## config.mk

```make
export PLATFORM = sky130hd
export DESIGN_NAME = mips_register_writeback_queue
export DESIGN_NICKNAME = d
export VERILOG_FILES = /design/src/rtl/mips_register_writeback_queue.sv
export SDC_FILE = /design/constraint.sdc
export NUM_CORES = 1
export LEC_CHECK = 0
export CAP_MARGIN = 10
export CORE_UTILIZATION = 60
export DETAILED_ROUTE_END_ITERATION = 16
export PLACE_DENSITY = 0.88
export SYNTH_ARGS = -nofsm -noshare
export SYNTH_HDL_FRONTEND = slang
export SYNTH_SLANG_ARGS = --single-unit
```

## constraint.sdc

```tcl
create_clock -name clock -period 9.85 [get_ports clock]
set_input_delay 0.985 -clock clock [delete_from_list [all_inputs] [get_ports clock]]
set_output_delay 0.985 -clock clock [all_outputs]
set_load 0.05 [all_outputs]
```

## src/rtl/mips_register_writeback_queue.sv

```systemverilog
// In-order writeback queue feeding the register file's single write port from ALU and mul/div producers.
// Optional synchronous flush port is enabled by defining MIPS_REGISTER_WBQ_FLUSH_EN.
module mips_register_writeback_queue #(
    parameter int DATA_W = 32,
    parameter int ADDR_L = 32,
    parameter int ADDR_W = $clog2(ADDR_L),
    parameter int DEPTH  = 4
) (
    input  logic              clock,
    input  logic              resetN,
`ifdef MIPS_REGISTER_WBQ_FLUSH_EN
    input  logic              flush,
`endif
    input  logic              aluValid,
    output logic              aluReady,
    input  logic [ADDR_W-1:0] aluAddr,
    input  logic [DATA_W-1:0] aluData,
    input  logic              mulValid,
    output logic              mulReady,
    input  logic [ADDR_W-1:0] mulAddr,
    input  logic [DATA_W-1:0] mulData,
    output logic [ADDR_W-1:0] wrAddr,
    output logic [DATA_W-1:0] wrData,
    output logic              wrEnable,
    input  logic              wrReady,
    output logic [ADDR_L-1:0] pending,
    input  logic [ADDR_W-1:0] qAddr,
    output logic              qHit,
    output logic [DATA_W-1:0] qData
);

    localparam int PW = $clog2(DEPTH);
    localparam int CW = $clog2(DEPTH + 1);

    // Handshake: a transfer happens on an edge where valid && ready are both high.
    logic [ADDR_W-1:0] mem_addr [DEPTH];
    logic [DATA_W-1:0] mem_data [DEPTH];
    logic [DEPTH-1:0]  mem_valid;
    logic [PW-1:0]     head;
    logic [PW-1:0]     tail;
    logic [CW-1:0]     count;

    logic              flush_now;
    logic              full;
    logic              alu_hs;
    logic              mul_hs;
    logic              store;
    logic              deq;
    logic [ADDR_W-1:0] enq_addr;
    logic [DATA_W-1:0] enq_data;

`ifdef MIPS_REGISTER_WBQ_FLUSH_EN
    assign flush_now = flush;
`else
    assign flush_now = 1'b0;
`endif

    assign full     = (count == CW'(DEPTH));
    assign aluReady = !full && !flush_now;
    assign mulReady = !full && !aluValid && !flush_now;
    assign alu_hs   = aluValid && aluReady;
    assign mul_hs   = mulValid && mulReady;
    assign enq_addr = alu_hs ? aluAddr : mulAddr;
    assign enq_data = alu_hs ? aluData : mulData;
    // r0 is hardwired zero: accept the result but never store it.
    assign store    = (alu_hs || mul_hs) && (enq_addr != '0);

    assign wrEnable = (count != '0);
    assign deq      = wrEnable && wrReady;
    assign wrAddr   = wrEnable ? mem_addr[head] : '0;
    assign wrData   = wrEnable ? mem_data[head] : '0;

    always_ff @(posedge clock or negedge resetN) begin
        if (!resetN) begin
            head      <= '0;
            tail      <= '0;
            count     <= '0;
            mem_valid <= '0;
            for (int i = 0; i < DEPTH; i++) begin
                mem_addr[i] <= '0;
                mem_data[i] <= '0;
            end
        end else if (flush_now) begin
            head      <= '0;
            tail      <= '0;
            count     <= '0;
            mem_valid <= '0;
        end else begin
            if (deq) begin
                mem_valid[head] <= 1'b0;
                head            <= head + PW'(1);
            end
            if (store) begin
                mem_addr[tail]  <= enq_addr;
                mem_data[tail]  <= enq_data;
                mem_valid[tail] <= 1'b1;
                tail            <= tail + PW'(1);
            end
            count <= count + CW'(store) - CW'(deq);
        end
    end

    always_comb begin
        pending = '0;
        for (int i = 0; i < DEPTH; i++) begin
            if (mem_valid[i]) pending[mem_addr[i]] = 1'b1;
        end
    end

    // Walk oldest to youngest so the last match (youngest) wins.
    always_comb begin
        qHit  = 1'b0;
        qData = '0;
        for (int k = 0; k < DEPTH; k++) begin
            if (mem_valid[head + PW'(k)] && (mem_addr[head + PW'(k)] == qAddr) && (qAddr != '0)) begin
                qHit  = 1'b1;
                qData = mem_data[head + PW'(k)];
            end
        end
    end

endmodule

```

==> impl_metrics.json <==
{
  "required_ns": 8.87,
  "filler_cell_count": 1409,
  "finalCritPeriodShare_pct": 79.7,
  "crit_arrival_ns": 6.87,
  "htreeDepth": 4,
  "syn-num-nets": 1411,
  "yosys_most_used_dff": "dfrtp_1",
  "path_max_fanout": 82,
  "slew_viol_final": 0,
  "hold_path_class": "reg -> reg",
  "clkTransAtPathRegs_ns": 0.06,
  "gp_congestion": 0.941,
  "min_period_ns": 7.85,
  "avgRoutedWirePerCell_um": 21.2,
  "synthTopCellsByArea": "dfrtp_1 (32%), mux4_2 (14%), nand2_1 (6.6%), mux2i_1 (6.5%), o21ai_0 (6.5%)",
  "cts_buffers": 17,
  "synthSimpleGateAreaFrac_pct": 14.2,
  "tightestPinTransition_ns": 1.21,
  "dieWidth_um": 145,
  "place_ws_ns": 2.08,
  "cp-start-kind": "register",
  "rsz0062_at_grt": "false",
  "clock_latency_ns": 0.43,
  "netlist.top_cell.by_area": "dfrtp_1",
  "top_usage_layer": "met2",
  "ctsHoldBuffers": 0,
  "synth_edf_count": 0,
  "ios": 189,
  "slew_headroom_pct": 19.6,
  "dieHeight_um": 145,
  "ys_types": 56,
  "ys_seq_area_share_pct": 32.3,
  "dpl.hpwl_um": 22000,
  "status": "finished, final reports clean",
  "layout-drive-gt1-share_pct": 15.1,
  "cp.buffers_inverters": 3,
  "dr.pass1.iters": 6,
  "crit_family": "simple AND/OR/NAND/NOR gates",
  "synth_top_family_by_area": "multiplexers",
  "async_flop_share_pct": 100,
  "synthXorXnorAreaFrac_pct": 1.99,
  "use_met3_pct": 6.82,
  "ff_latch_area_um2": 3980,
  "grtUsageMet2_pct": 56.3,
  "synthesis.area_um2": 12300,
  "tritoncts": "done",
  "yosys.area_share.adder_pct": 1.18,
  "layout_commonest_cell": "nand2_1",
  "timing.fmax_ghz": 0.127,
  "numClockSinks": 159,
  "wl_um": 35800,
  "synth_compound_area_share_pct": 19.4,
  "path_cells": "inv_1 > ha_4 > mux4_2 > xor2_1 > nor4b_2 > nand4_2 > buf_16 > nand2_2 > o221ai_1 > o221a_1 > clkdlybuf4s50_1",
  "synth_mux_area_share_pct": 24.1,
  "num_vias": 11396,
  "layoutNonFillerInstCount": 1691,
  "fin_ws_ns": 2.00,
  "cp_slowest_cell": "dfrtp_4",
  "grt_util_all_layers_pct": 34.7,
  "grt-ovfl-total": 0,
  "antenna_left": 0,
  "vias_per_cell": 6.74,
  "initial_utilization_pct": 61.0,
  "synthCells": 1316,
  "syn_area_per_cell_um2": 9.36,
  "grt_max_degree": 94,
  "dieArea_um2": 21100,
  "drcViolationCount": 0,
  "fin_nets": 1503,
  "yosysWarnings": 0,
  "area_growth_pct": 18.8,
  "endpoint_kind": "output port",
  "synth-seq-cells": 159,
  "post_cts_buffers": 0,
  "use_met1_pct": 44.1,
  "critPathKind": "reg -> out",
  "hold_violations": 0,
  "num_rows": 52,
  "synth_top_area_share_pct": 32.3,
  "core-area_um2": 20200,
  "root_buffer": "clkbuf_16",
  "tns_ns": 0,
  "numPlacedInstances": 1658,
  "final_cell_mix": "nand2_1 (215), clkdlybuf4s50_1 (187), o21ai_0 (160)",
  "drtIter0Drc": 1107,
  "setup_viol": 0,
  "grt_pass1_vias": 11427,
  "clk_path_buf_depth": 2,
  "grt_first_pass_wirelength_um": 58200,
  "maxCapViolCount": 0,
  "antenna_cells": 0,
  "io_buffers": 188,
  "holdWs_ns": 0.527,
  "antenna_found_initial": 0,
  "multi_input_area_um2": 7510,
  "skew_ns": 0.00490,
  "ctsResizeCount": 0,
  "max_stage_delay_ns": 1.21
}
## kinds of logic after synthesis
| kind of cell | after synthesis |
|---|---|
| AND/OR/NAND/NOR | 393 |
| AO/OA/AOI/OAI | 359 |
| buffers and inverters | 173 |
| adder cells (fa/ha/maj) | 11 |
| multiplexers | 193 |
| flip-flops | 159 |
| XOR/XNOR | 28 |
## flip-flops by register name (all words and copies together), names as in the netlist
register	cells
mem_addr	20
tail	2
mem_data	128
head	2
count	3
mem_valid	4
## path summary, 6_finish.rpt
check                                         startpoint                  endpoint  slack [ns]  cells after the start
worst max-delay path                 head[0]$_DFFE_PN0P_                  qData[9]        2.00                     11
worst max register to register        count[1]$_DFF_PN0_        count[2]$_DFF_PN0_        6.08                     13
min in group asynchronous                         resetN  mem_data[54]$_DFFE_PN0P_        0.60                      1
worst min register to register  mem_data[19]$_DFFE_PN0P_  mem_data[19]$_DFFE_PN0P_        0.53                      2
max in group asynchronous                         resetN       head[0]$_DFFE_PN0P_        7.76                      2
worst min-delay path            mem_data[19]$_DFFE_PN0P_  mem_data[19]$_DFFE_PN0P_        0.53                      2
## worst reg2reg max path: stages, from the launching register on
cell	delay, ns
dfrtp_1	0.44
or3b_1	0.54
nand2_2	0.32
buf_4	0.51
a2111oi_2	0.19
a31oi_4	0.36
inv_1	0.09
ha_1	0.29
inv_1	0.06
ha_1	0.13
inv_1	0.05
fa_1	0.37
xnor2_1	0.19
xnor2_1	0.16
## stage by stage
step                area, um2  util [%]
floorplan               12300         -
global placement        14000      69.3
detailed placement      14000      69.3
CTS                     14600      72.4
global route            14600      72.5
finish                  14600      72.5
## final cells by class
class,instances,area share (%)
clock buffer,21,3.15
clock inverter,11,1.08
inverter,44,1.13
multi-input combinational,984,51.4
sequential,159,27.2
tap,270,2.31
timing repair buffer,202,13.7
## cell usage after synthesis (all sizes together), types with 32 or more instances
cell / instances
nand2: 221
inv: 44
dfrtp: 159
mux2: 34
a21oi: 51
clkbuf: 61
o21ai: 183
o221ai: 54
mux4: 79
nor2: 98
o221a: 32
mux2i: 80
buf: 68
## routing by layer
metal | vias up | share of wire (%)
met2 | 770 | 48
met3 | 145 | 9.6
met5 | - | 0
li1 | 5021 | -
met1 | 5460 | 38
met4 | 0 | 4.4
Power is not shown: default switching activity piles up to over one toggle a cycle in this logic, so the estimate is an artifact.
